$ cat config.mk
export PLATFORM = sky130hd
export DESIGN_NAME = pattern_detect_scheduler
export DESIGN_NICKNAME = d
export VERILOG_FILES = /design/src/rtl/pattern_detect_scheduler.sv
export SDC_FILE = /design/constraint.sdc
export NUM_CORES = 1
export LEC_CHECK = 0
export ABC_CLOCK_PERIOD_IN_PS = 6070
export BUFFER_PORTS_ARGS = -buffer_cell sky130_fd_sc_hd__buf_2
export CAP_MARGIN = 25
export CORE_MARGIN = 2
export CORE_UTILIZATION = 30
export DETAILED_ROUTE_END_ITERATION = 16
export PLACE_DENSITY = 0.55
export SLEW_MARGIN = 20
export SYNTH_ARGS = -nofsm -noshare
export SYNTH_HDL_FRONTEND = slang
export SYNTH_SLANG_ARGS = --single-unit
$ cat constraint.sdc
create_clock -name clk -period 6.07 [get_ports clk]
set_clock_uncertainty 0.15 [all_clocks]
set_input_delay 0.3035 -clock clk [delete_from_list [all_inputs] [get_ports clk]]
set_output_delay 0.3035 -clock clk [all_outputs]
set_load 0.02 [all_outputs]
$ cat src/rtl/pattern_detect_scheduler.sv
// Round-robin scheduler sharing one serial pattern detector across NCH bit-stream channels.
// Optional saturating match counter enabled by defining PATTERN_SCHED_COUNT_EN.
module pattern_detect_scheduler #(
    parameter int unsigned        NCH     = 4,
    parameter int unsigned        PAT_LEN = 3,
    parameter logic [PAT_LEN-1:0] PATTERN = 3'b101,
    parameter int unsigned        COUNT_W = 8
) (
    input  logic                     clk,
    input  logic                     rst,
    input  logic [NCH-1:0]           ch_valid,
    input  logic [NCH-1:0]           ch_bit,
    output logic [NCH-1:0]           ch_ready,
    output logic                     match_valid,
    output logic [$clog2(NCH)-1:0]   match_ch,
    output logic [COUNT_W-1:0]       match_total
);

    localparam int unsigned CH_W   = $clog2(NCH);
    localparam int unsigned FILL_W = $clog2(PAT_LEN + 1);

    logic [CH_W-1:0]    ptr_q, ptr_d;
    logic [CH_W-1:0]    grant_idx;
    logic               grant_any;
    logic [PAT_LEN-1:0] hist_q [NCH];
    logic [FILL_W-1:0]  fill_q [NCH];
    logic [PAT_LEN-1:0] new_hist;
    logic [FILL_W-1:0]  fill_next;
    logic               hit;

    // NCH is a power of two, so CH_W-bit wraparound gives the modulo search order.
    always_comb begin
        grant_any = 1'b0;
        grant_idx = '0;
        for (int unsigned k = 0; k < NCH; k++) begin
            if (!grant_any && ch_valid[CH_W'(ptr_q + CH_W'(k))]) begin
                grant_any = 1'b1;
                grant_idx = CH_W'(ptr_q + CH_W'(k));
            end
        end
    end

    always_comb begin
        ch_ready = '0;
        if (grant_any) begin
            ch_ready[grant_idx] = 1'b1;
        end
        ptr_d = grant_any ? CH_W'(grant_idx + 1'b1) : ptr_q;
    end

    always_comb begin
        new_hist  = {hist_q[grant_idx][PAT_LEN-2:0], ch_bit[grant_idx]};
        fill_next = (fill_q[grant_idx] == FILL_W'(PAT_LEN)) ? fill_q[grant_idx]
                                                            : fill_q[grant_idx] + 1'b1;
        // fill+1 >= PAT_LEN: the new bit completes a full window for this channel.
        hit = grant_any && (new_hist == PATTERN) &&
              (fill_q[grant_idx] >= FILL_W'(PAT_LEN - 1));
    end

    always_ff @(posedge clk) begin
        if (rst) begin
            ptr_q       <= '0;
            match_valid <= 1'b0;
            match_ch    <= '0;
            for (int unsigned i = 0; i < NCH; i++) begin
                hist_q[i] <= '0;
                fill_q[i] <= '0;
            end
        end else begin
            ptr_q       <= ptr_d;
            match_valid <= hit;
            if (hit) begin
                match_ch <= grant_idx;
            end
            if (grant_any) begin
                hist_q[grant_idx] <= new_hist;
                fill_q[grant_idx] <= fill_next;
            end
        end
    end

`ifdef PATTERN_SCHED_COUNT_EN
    logic [COUNT_W-1:0] total_q;

    always_ff @(posedge clk) begin
        if (rst) begin
            total_q <= '0;
        end else if (hit && (total_q != '1)) begin
            total_q <= total_q + 1'b1;
        end
    end

    assign match_total = total_q;
`else
    assign match_total = '0;
`endif

endmodule

=== Word level (Yosys, flattened, before mapping) ===
Memory sizes are Yosys's and may differ from the RTL's.
Cells that the tools add are included.

* Register bits after elaboration: 5
* Memory bits (writable): 20
* Input bits: 10
* Output and inout bits: 15
* Word-level logic and storage cells: 63
* Memories kept: 2

* Add/subtract/negate cells: 5
* Magnitude comparators: 7
* Equal/unequal tests: 2
* Multiplexer cells: 33
* Reductions and logical operators: 11

{| class="wikitable"
|+ Memories
! memory !! depth !! bits a word !! rd ports !! clocked after Yosys merged registers in !! write ports !! RTL line !! RTL
|-
| hist_q || 4 || 3 || 1 || 0 || 4 || 25 || <nowiki>logic [PAT_LEN-1:0] hist_q [NCH];</nowiki>
|-
| fill_q || 4 || 2 || 1 || 0 || 4 || 26 || <nowiki>logic [FILL_W-1:0] fill_q [NCH];</nowiki>
|}

{| class="wikitable"
|+ Operators with widths
! operator !! count
|-
| $mux W1 || 17
|-
| $mux W2 || 8
|-
| $lt A2 B3 Y1 const B || 5
|-
| $bmux W1 S2 || 5
|-
| $add A2 B1 Y2 const B || 3
|-
| $logic_and A1 B1 Y1 || 6
|-
| $add A2 B2 Y2 const B || 2
|-
| $mux W4 || 1
|-
| $eq A3 B3 Y1 const B || 1
|-
| $logic_not A1 Y1 || 3
|-
| $mux W3 || 1
|-
| $reduce_or A3 Y1 || 1
|-
| $demux W1 S2 || 1
|-
| $eq A2 B2 Y1 const B || 1
|-
| $ge A2 B1 Y1 const B || 1
|-
| $ge A2 B2 Y1 const B || 1
|-
| $reduce_or A2 Y1 || 1
|}

=== Longest topological paths before layout ===
* Depth in word-level cells: 17
* Depth in mapped cells: 8
* Mapped depth without buffers: 8

=== Least setup slack after synthesis ===
OpenSTA, ideal clock, no wires.

* Path kind: in2reg
* Start point: in ch_valid[2]
* End point: reg match_ch[1]
* Library setup time: 121 ps
* Arrival: 2428 ps
* Data required time: 5799 ps
* Setup slack: 3371 ps
* Cell stages on the path: 8
* Buffers on the path: 0
* Cells stage by stage: nor2b_1 > or4b_4 > nand2_4 > inv_2 > mux2i_1 > mux2_2 > or4_4 > mux2_4

* Cells in the longest elaborated chain, start to end: 17
* Elaborated cells on any way between the ends: 30
* Those cells by class: order compare: 1; eq/ne: 1; mux: 18; reduce/logical: 8; memory: 2

{| class="wikitable"
|+ RTL lines
! item !! RTL line !! RTL
|-
| start: declaration || 11 || <nowiki>input logic [NCH-1:0] ch_valid,</nowiki>
|-
| $bmux W1 S2 || 36 || <nowiki>if (!grant_any && ch_valid[CH_W'(ptr_q + CH_W'(k))]) begin</nowiki>
|-
| $mux W1 (not written as such) || 36 ||
|-
| $mux W1 || 36 ||
|-
| $logic_not A1 Y1 || 36 ||
|-
| $logic_and A1 B1 Y1 || 36 ||
|-
| $mux W1 || 36 ||
|-
| $logic_not A1 Y1 || 36 ||
|-
| $logic_and A1 B1 Y1 || 36 ||
|-
| $mux W1 || 36 ||
|-
| $logic_not A1 Y1 || 36 ||
|-
| $logic_and A1 B1 Y1 || 36 ||
|-
| $mux W2 || 36 ||
|-
| $bmux W1 S2 || 52 || <nowiki>new_hist = {hist_q[grant_idx][PAT_LEN-2:0], ch_bit[grant_idx]};</nowiki>
|-
| $mux W1 (not written as such) || 52 ||
|-
| $eq A3 B3 Y1 || 56 || <nowiki>hit = grant_any && (new_hist == PATTERN) &&</nowiki>
|-
| $logic_and A1 B1 Y1 (2 in series) || 56 ||
|-
| end signal: assignment || 73 || <nowiki>match_ch <= grant_idx;</nowiki>
|-
| end: declaration || 15 || <nowiki>output logic [$clog2(NCH)-1:0] match_ch,</nowiki>
|}

Parallel ways exist; a longest one is shown, timed or not. The select of a mux whose other input is x is not followed.
A chain may end at the register's enable or synchronous reset.

=== Worst setup path after layout ===
* Start point: reg ptr_q[0]
* End point: reg match_ch[1]

* Cells in the longest elaborated chain, start to end: 17
* Elaborated cells on any way between the ends: 33
* Those cells by class: add/sub: 3; order compare: 1; eq/ne: 1; mux: 18; reduce/logical: 8; memory: 2

{| class="wikitable"
|+ RTL lines
! item !! RTL line !! RTL
|-
| start: declaration || 22 || <nowiki>logic [CH_W-1:0] ptr_q, ptr_d;</nowiki>
|-
| start signal: assignment || 70 || <nowiki>ptr_q <= ptr_d;</nowiki>
|-
| parallel branches: the longest is 17 deep, another holds $add A2 B1 Y2 || n/a ||
|}

Several ways; the timed one is not identified. The select of a mux whose other input is x is not followed.

==> flow_metrics.env <==
export IMPL_die_h_um=68.90
export IMPL_reg2reg_to="match_ch[1]"
export IMPL_antennaDiodeCount=0
export IMPL_synth_async_sr_flop_share_pct=0
export IMPL_nNetsFinal=149
export IMPL_ctsHoldBuffers=0
export IMPL_grt_pass1_vias=868
export IMPL_min_from="ch_bit[2]"
export IMPL_fp_coreArea_sq_mm=0.004029
export IMPL_cp_end_kind="flop"
export IMPL_cts_tree="built"
export IMPL_worst_hold_path_endpoint="hist_q[2][0]"
export IMPL_cp_slowest_stage_delay_ns=0.58
export IMPL_insertion_delay_ns=0.26
export IMPL_critPathRequiredTime_ns=6.08
export IMPL_p_per_area_mw_per_mm2=311.1
export IMPL_critical_path_class="reg -> reg"
export IMPL_reg2reg_depth=8
export IMPL_rows=23
export IMPL_path_delay_family="simple AND/OR/NAND/NOR gates"
export IMPL_tns_ns=0
export IMPL_drive_gt1_share_pct=24.63
export IMPL_grt_overflow=0
export IMPL_cts_setup_buffers=0
export IMPL_ios=25
export IMPL_htreeDepth=1
export IMPL_total_power_mw=0.4360
export IMPL_ant_nets=0
export IMPL_place_gp_congestion=0.7711
export IMPL_period_needed_ns=2.928
export IMPL_wl_um=2368
export IMPL_yosysSeqAreaShare_pct=45.94
export IMPL_crit_path_start="ptr_q[0]"
export IMPL_clock_sinks=21
export IMPL_power_leakage_nw=0.6066
export IMPL_grt_antenna_before_repair=0
export IMPL_place_area_sq_mm=0.001356
export IMPL_syn_avg_cell_area_sq_um=10.89
export IMPL_drt_vias_per_instance=4.739
export IMPL_root_buffer="clkbuf_8"
export IMPL_yosysWarnings=0
export IMPL_wl_per_cell_um=12.87
export IMPL_drtIter0Drc=13
export IMPL_synth_cell_area_sq_mm=0.001264
export IMPL_cp_slowest_cell="or4b_4"
export IMPL_drc=0
export IMPL_rr_startpoint="ptr_q[0]"
export IMPL_hpwlAfterDp_um=1854
export IMPL_yosysUniqueCellTypes=31
export IMPL_path_buf_inv=1
export IMPL_crit_path_max_fanout=12
export IMPL_hold_viol=0
export IMPL_cap_violations=0
export IMPL_syn_instance_count=116
export IMPL_setup_ws_ns=3.143
export IMPL_rsz0062_at_grt="no"
export IMPL_status="completed"
export IMPL_slew_violations=0
export IMPL_path_cells="nor2b_1 > or4b_4 > nand2_4 > inv_2 > mux2i_1 > mux2_2 > or4_4 > mux2_4"
export IMPL_synthFlopType="edfxtp_1"
export IMPL_num_vias=872
export IMPL_dieArea_sq_mm=0.004747
export IMPL_postLayoutCoreUtil_pct=34.78
export IMPL_slew_headroom_pct=61.44
export IMPL_ys_ff_latch=21
export IMPL_cts_resized=0
export IMPL_fmax_ghz=0.3416
export IMPL_place_ws_ns=3.017
export IMPL_initial_utilization_pct=31.37
export IMPL_final_design_area_no_fill_sq_mm=0.001401
export IMPL_cts_max_path_buffers=2
export IMPL_cts_inserted_buffers=3
export IMPL_area_growth_pct=10.89
export IMPL_portBuffers=16
export IMPL_arrival_ns=2.93
export IMPL_grtUsageTotal_pct=11.39
export IMPL_worstHoldPathCells=2
export IMPL_peakVddDrop_v=0.00008053
export IMPL_grt_max_degree=13
export IMPL_worstMarginPinSlew_ns=0.5784
export IMPL_firstDrtPassIters=4
export IMPL_startpoint_type="flop"
export IMPL_clk_pin_slew_ns=0.07
export IMPL_reg2reg_setup_slack_ns=3.14
export IMPL_die_width_um=68.90
export IMPL_grt_first_pass_wirelength_um=3933
export IMPL_min_path_type="in -> reg"
export IMPL_synth_edff_count=16
export IMPL_finalSetupViolCount=0
export IMPL_finalCritPeriodShare_pct=48.23
export IMPL_final_cell_mix="16 x nor2_1, 16 x edfxtp_1, 16 x buf_2"
## final cells by class
class | count | area [sq um]
clock buffer | 4 | 45.04
multi-input combinational | 89 | 614.3
sequential | 21 | 580.6
inverter | 3 | 11.26
tap | 50 | 62.56
timing repair buffer | 17 | 87.58
fill | 431 | 2628
## metal layers
metal  track usage, %  vias to the layer above  routed length [um]
li1                 -                      431                   -
met1            13.68                      421                1028
met2            19.83                       17                1198
met3            1.948                        3                  99
met4            5.147                        0                  41
met5                0                        -                   0
## cell families after synthesis
logic type	synth area share, %
compound gates	4.556
fa+ha+maj	3.961
buf+inv	7.525
flops	45.94
mux	12.67
other cells	0.2967
simple gates	25.05
## power breakdown
| part | switching, mW | internal, mW | total (mW) | leakage (nW) |
|---|---|---|---|---|
| Combinational | 0.0914 | 0.0601 | 0.151 | 0.376 |
| Sequential | 0.00997 | 0.183 | 0.193 | 0.208 |
| Clock | 0.0443 | 0.0468 | 0.0911 | 0.0228 |
## per-stage QoR
step	hold WS, ns	std cells
after floorplan	0.3387	123
after global placement	0.3349	180
after detailed placement	0.3303	180
after CTS	0.1795	184
after global routing	0.1980	184
final	0.1805	184
## how the worst max path moves through the flow
stage	cells past startpoint	endpoint	slack [ns]
final	8	match_ch[1]	3.14
after global routing	8	match_ch[1]	3.01
after CTS	8	match_ch[1]	3.13
after detailed placement	9	match_ch[1]	3.02
after global placement	9	match_ch[1]	3.03
after floorplan	8	match_ch[1]	3.37
## flip-flops by register name, summed over array words and instances (netlist names)
| register | flops |
|---|---|
| ptr_q | 2 |
| match_valid | 1 |
| hist_q | 8 |
| fill_q | 8 |
| match_ch | 2 |
## synthesized netlist by cell type, drive strengths merged (2+ instances only)
| cell type | n | area [sq um] |
|---|---|---|
| mux2 | 5 | 60.05 |
| nand2b | 5 | 31.28 |
| and2 | 4 | 25.02 |
| dfxtp | 5 | 100.1 |
| nor4 | 3 | 18.77 |
| nor2 | 17 | 66.32 |
| nor3 | 5 | 25.02 |
| ha | 4 | 50.05 |
| nand3 | 4 | 20.02 |
| inv | 3 | 11.26 |
| buf | 9 | 80.08 |
| nand2 | 3 | 18.77 |
| edfxtp | 16 | 480.5 |
| or4 | 2 | 22.52 |
| mux2i | 10 | 100.1 |
| nor2b | 11 | 68.82 |
No activity file was read; power rests on OpenSTA's default activity.
